[src/rtl/lib_edge_evt_sched_v1_pkg.sv]
// Shared definitions for the edge-event scheduler slice.
//   EVT_*_DEF : default channel count, channel-index width and counter width
//   rr_next   : round-robin pointer successor, wrapping N_CH-1 -> 0
package lib_edge_evt_sched_v1_pkg;

  localparam int unsigned EVT_N_CH_DEF  = 4;
  localparam int unsigned EVT_IDX_W_DEF = 2;
  localparam int unsigned EVT_CNT_W_DEF = 16;

  function automatic int unsigned rr_next(input int unsigned idx, input int unsigned n_ch);
    return (idx + 1 >= n_ch) ? 0 : idx + 1;
  endfunction

endpackage

[src/rtl/lib_edge_evt_sched_v1_posedge_flg.sv]
// Rising-edge detector for one level input.
//   clk     : system clock
//   reset_n : asynchronous active-low reset
//   din     : level input
//   flg     : one-cycle pulse in the cycle after din is first sampled high.
//             The history register resets low, so an input already high out
//             of reset produces a pulse.
module lib_posedge_flg_v1
  import lib_edge_evt_sched_v1_pkg::*;
(
  input  logic clk,
  input  logic reset_n,
  input  logic din,
  output logic flg
);

  logic din_q;

  always_ff @(posedge clk or negedge reset_n) begin
    if (!reset_n) begin
      din_q <= 1'b0;
      flg   <= 1'b0;
    end else begin
      din_q <= din;
      flg   <= din & ~din_q;
    end
  end

endmodule

[src/rtl/lib_edge_evt_sched_v1.sv]
// Per-channel rising-edge capture with round-robin serialisation onto a
// single valid/ready event port.
//   clk, reset_n : clock, asynchronous active-low reset
//   en_i         : 1 = detector pulses become pending events, 0 = dropped
//   clr_i        : synchronous clear of pending, overflow, slot, pointer, count
//   data_i       : N_CH level inputs
//   evt_valid    : output slot holds an event
//   evt_ch       : channel index of the presented event
//   evt_ready    : consumer accepts on evt_valid & evt_ready
//   ovf_o        : sticky per-channel overflow (event merged into pending)
//   evt_cnt_o    : wrapping count of accepted events
module lib_edge_evt_sched_v1
  import lib_edge_evt_sched_v1_pkg::*;
#(
  parameter int unsigned N_CH  = EVT_N_CH_DEF,
  parameter int unsigned IDX_W = EVT_IDX_W_DEF,
  parameter int unsigned CNT_W = EVT_CNT_W_DEF
) (
  input  logic             clk,
  input  logic             reset_n,
  input  logic             en_i,
  input  logic             clr_i,
  input  logic [N_CH-1:0]  data_i,
  output logic             evt_valid,
  output logic [IDX_W-1:0] evt_ch,
  input  logic             evt_ready,
  output logic [N_CH-1:0]  ovf_o,
  output logic [CNT_W-1:0] evt_cnt_o
);

  logic [N_CH-1:0]  flg;
  logic [N_CH-1:0]  pending;
  logic [N_CH-1:0]  set_vec;
  logic [N_CH-1:0]  load_mask;
  logic [IDX_W-1:0] rr_ptr;
  logic [IDX_W-1:0] winner;
  logic [IDX_W-1:0] win_hi;
  logic [IDX_W-1:0] win_lo;
  logic             found_hi;
  logic             found_lo;
  logic             slot_free;
  logic             any_pend;
  logic             load_slot;

  for (genvar g = 0; g < N_CH; g++) begin : g_det
    lib_posedge_flg_v1 u_det (
      .clk     (clk),
      .reset_n (reset_n),
      .din     (data_i[g]),
      .flg     (flg[g])
    );
  end

  // Rotating priority without a variable rotate: the lowest pending index at
  // or above rr_ptr wins; if none, the lowest pending index overall (wrap).
  always_comb begin
    found_hi = 1'b0;
    found_lo = 1'b0;
    win_hi   = '0;
    win_lo   = '0;
    for (int unsigned c = 0; c < N_CH; c++) begin
      if (pending[c] && (c >= 32'(rr_ptr)) && !found_hi) begin
        found_hi = 1'b1;
        win_hi   = IDX_W'(c);
      end
      if (pending[c] && !found_lo) begin
        found_lo = 1'b1;
        win_lo   = IDX_W'(c);
      end
    end
    winner = found_hi ? win_hi : win_lo;
  end

  always_comb begin
    slot_free = ~evt_valid | evt_ready;
    any_pend  = |pending;
    load_slot = slot_free & any_pend;
    set_vec   = flg & {N_CH{en_i}};
    load_mask = '0;
    if (load_slot) begin
      load_mask[winner] = 1'b1;
    end
  end

  always_ff @(posedge clk or negedge reset_n) begin
    if (!reset_n) begin
      pending   <= '0;
      ovf_o     <= '0;
      evt_valid <= 1'b0;
      evt_ch    <= '0;
      rr_ptr    <= '0;
      evt_cnt_o <= '0;
    end else if (clr_i) begin
      pending   <= '0;
      ovf_o     <= '0;
      evt_valid <= 1'b0;
      rr_ptr    <= '0;
      evt_cnt_o <= '0;
    end else begin
      // A new pulse on the channel being loaded re-arms it (set wins over
      // clear); a pulse on a channel still waiting merges and flags overflow.
      pending <= (pending & ~load_mask) | set_vec;
      ovf_o   <= ovf_o | (set_vec & pending & ~load_mask);
      if (slot_free) begin
        if (any_pend) begin
          evt_valid <= 1'b1;
          evt_ch    <= winner;
          rr_ptr    <= IDX_W'(rr_next(32'(winner), N_CH));
        end else begin
          evt_valid <= 1'b0;
        end
      end
      if (evt_valid && evt_ready) begin
        evt_cnt_o <= evt_cnt_o + CNT_W'(1);
      end
    end
  end

endmodule

[config.mk]
export PLATFORM = sky130hd
export DESIGN_NAME = lib_edge_evt_sched_v1
export DESIGN_NICKNAME = d
export VERILOG_FILES = /design/src/rtl/lib_edge_evt_sched_v1_pkg.sv /design/src/rtl/lib_edge_evt_sched_v1_posedge_flg.sv /design/src/rtl/lib_edge_evt_sched_v1.sv
export SDC_FILE = /design/constraint.sdc
export NUM_CORES = 1
export LEC_CHECK = 0
export ABC_AREA = 1
export BUFFER_PORTS_ARGS = -buffer_cell sky130_fd_sc_hd__buf_2
export CAP_MARGIN = 0
export CORE_MARGIN = 2
export CORE_UTILIZATION = 54
export CTS_BUF_LIST = sky130_fd_sc_hd__clkbuf_16
export DETAILED_ROUTE_END_ITERATION = 16
export PLACE_DENSITY = 0.86
export SKIP_LAST_GASP = 1
export SLEW_MARGIN = 20
export SYNTH_ARGS = -nofsm -noshare
export SYNTH_HDL_FRONTEND = slang
export SYNTH_SLANG_ARGS = --single-unit
[constraint.sdc]
create_clock -name clk -period 4.1 [get_ports clk]
set_clock_uncertainty 0.15 [all_clocks]
set_input_delay 0 -clock clk [delete_from_list [all_inputs] [get_ports clk]]
set_output_delay 0 -clock clk [all_outputs]
set_load 0.05 [all_outputs]
==> results by group <==
Outcome
  – Status: complete, no violations

STA
  – Hold_ws: 0.211 ns
  – Slew @ Worst Pin: 0.805 ns
  – # setup viols final: 0
  – Final hold vios: 0
  – Fmax: 0.524 GHz
  – Crit path time final: 1.91 ns
  – RSZ-0062 raised after global routing: false
  – Max Transition Viols Final: 0
  – Final Cycle Share: 46.6%
  – Final setup margin: 2.19 ns
  – Slew HR: 46.3%
  – Setup TNS: 0 ns

Die
  – Die height: 63.0 um
  – Die area: 0.00397 mm^2
  – Std-Cell Rows: 21
  – Core Box Area: 0.00334 mm^2
  – Ports: 32
  – Die X: 63.0 um
  – Starting Density: 56.4%

Power
  – Leak Pwr: 1.16 nW
  – Power density over the cells: 388 mW/mm^2
  – Total design power: 0.897 mW
  – Peak supply drop: 0.000333 V

Worst setup path
  – CP arrival: 1.92 ns
  – Worst Path Required: 4.11 ns
  – Crit-path max FO: 4
  – Critical path class: flop to flop
  – Crit end category: flop
  – Startpoint Class: flop

CTS
  – CTS H-tree lvls: 2
  – Clk Latency, worst-skew pair: 0.28 ns
  – Clock root buffer master: clkbuf_16
  – Clk sinks: 37
  – CTS tree: yes
  – Longest Clk Path Bufs: 2
  – Clock-pin slew on the worst setup and hold paths: 0.06 ns
  – Total CTS buffers: 5
  – Post-CTS resize count: 0

Global route
  – First-pass GRT wire length: 7290 um
  – Total GRT Usage: 23.4%
  – Grt ovf: 0
  – Largest net degree at the start of global routing: 38
  – Grt met2 use: 38.4%
  – Initial antenna violation count: 0
  – Top Usage Layer GRT: met2
  – Number of global-route vias before repair: 1,690
  – M3 GR Usage: 5.77%
  – Met1 usage: 29.5%

Min path
  – Hold Crit Class: input pin to async pin

Cells and area
  – Diode count: 0
  – Nets: 293
  – Filler cell count: 272
  – Area Overhead vs Synth: 23.0%
  – Finished Layout Cells: 327
  – Most common cell after layout, fill and taps aside: nand2_1
  – Layout cell share with drive strength beyond 1: 22.1%
  – Area of the multi-input gates: 796 um^2
  – Reg area: 926 um^2
  – Most frequent cells in the layout: 57 x nand2_1, 37 x dfrtp_1, 31 x inv_1, 31 x buf_2, 29 x nor2_1

Route
  – DR vias/cell: 5.11
  – DRT iter0 DRCs: 115
  – Final wirelength: 4060 um
  – Pre-antenna DRT Iters: 4
  – ANT nets after route: 0
  – Routed via count: 1,670
  – WL per Instance: 12.4 um
  – DRC Markers: 0

Placed design
  – Placed Cells: 310
  – DP HPWL: 2790 um
  – Placement Setup Slack: 2.40 ns
  – Placer Congestion: 0.868
  – Number of port buffers: 31

Synth
  – Yosys warnings: 0
  – Mapped Cells: 235
  – Syn_nets: 248
  – Register area share after synthesis: 49.2%
  – Synth Cell Area: 0.00188 mm^2
  – Yosys reg bits: 37
  – Netlist cell types: 26
  – Avg Cell Area, Syn: 8.01 um^2

Flow run
  – Max_cap viols: 0
[flip-flops by register name, summed over array words and instances, names as in the netlist]
register / flops
evt_cnt_o: 16
g_det.u_det.din_q: 4
g_det.u_det.flg: 4
ovf_o: 4
pending: 4
evt_ch: 2
rr_ptr: 2
evt_valid: 1
[kinds of logic (layout without fill, tap and decap cells)]
family	count (synthesis)	in the layout	share of synthesized area, %
adders and majority gates	4	4	2.66
and+or+nand+nor	120	120	29.7
AOI/OAI and AO/OA	34	34	9.97
DFF	37	37	49.2
buffers and inverters	40	86	8.51
[per-stage QoR]
stage	instance area (um^2)	utilization, %
after floorplan	1880	-
after global placement	2080	62.2
after detailed placement	2080	62.2
after CTS	2310	69.4
after global routing	2310	69.4
final	2310	69.4
[path summary, 6_finish.rpt]
| path | startpoint | to | slack, ns | depth (start not counted) |
|---|---|---|---|---|
| worst max-delay path | pending[1] | pending[3] | 2.19 | 9 |
| worst min-delay path | reset_n | ovf_o[3] | 0.21 | 2 |
| worst max register to register | pending[1] | pending[3] | 2.19 | 9 |
| worst min register to register | g_det[3].u_det.din_q | g_det[3].u_det.flg | 0.24 | 1 |
| max in group asynchronous | reset_n | pending[2] | 3.08 | 2 |
| min in group clk | data_i[0] | g_det[0].u_det.din_q | 0.22 | 2 |
[where the power goes]
group / leakage, nW / internal (mW) / switching, mW
clock network: 0.0621 / 0.225 / 0.154
registers: 0.496 / 0.383 / 0.0115
logic: 0.602 / 0.0347 / 0.0895
[critical path, stage by stage (launching register included)]
cell and delay, ns:
dfrtp_1 0.41, inv_1 0.08, nor2_1 0.05, a21oi_1 0.15
nand2_1 0.08, nor2_1 0.08, nand2_1 0.07, nand2_1 0.08
a21oi_1 0.06, dlygate4sd3_1 0.58
[Yosys cell counts]
library cell	count	area, um^2
a21o_1	1	7.51
dfrtp_1	37	926
o21a_1	2	15.0
nand3_2	3	30.0
nor2_1	29	109
a21oi_1	17	85.1
nor2_4	4	45.0
o21ai_0	6	30.0
nand3_1	11	55.1
or2_1	1	6.26
a31oi_2	1	12.5
clkbuf_8	1	13.8
buf_1	1	3.75
clkinv_1	1	3.75
nand2_2	3	18.8
nor3_1	2	10.0
nand4_1	3	18.8
ha_1	4	50.1
and2_0	1	6.26
o21ai_1	6	30.0
inv_1	31	116
o21bai_1	1	7.51
nor3_2	2	20.0
nand2_1	57	214
inv_2	6	22.5
nor2_2	4	25.0
[layout make-up]
| type | instances | area share (%) |
|---|---|---|
| Multi-Input combinational cell | 158 | 34.4 |
| Timing Repair Buffer | 40 | 10.6 |
| Clock buffer | 5 | 5.41 |
| Inverter | 38 | 6.16 |
| Sequential cell | 37 | 40.0 |
| Tap cell | 46 | 2.49 |
| Clock inverter | 3 | 0.973 |
[metal layers]
metal,wire length [um],up-vias
met5,0,-
met2,1970,53
met1,1810,784
met4,73,0
li1,-,826
met3,207,7
[timing repair]
item / CTS / global route
hold buffers: 9 / 0
setup buffers: 0 / 0
endpoints found under the hold margin: 55 / 0
Note: power is estimated with default switching activity, not from simulation.
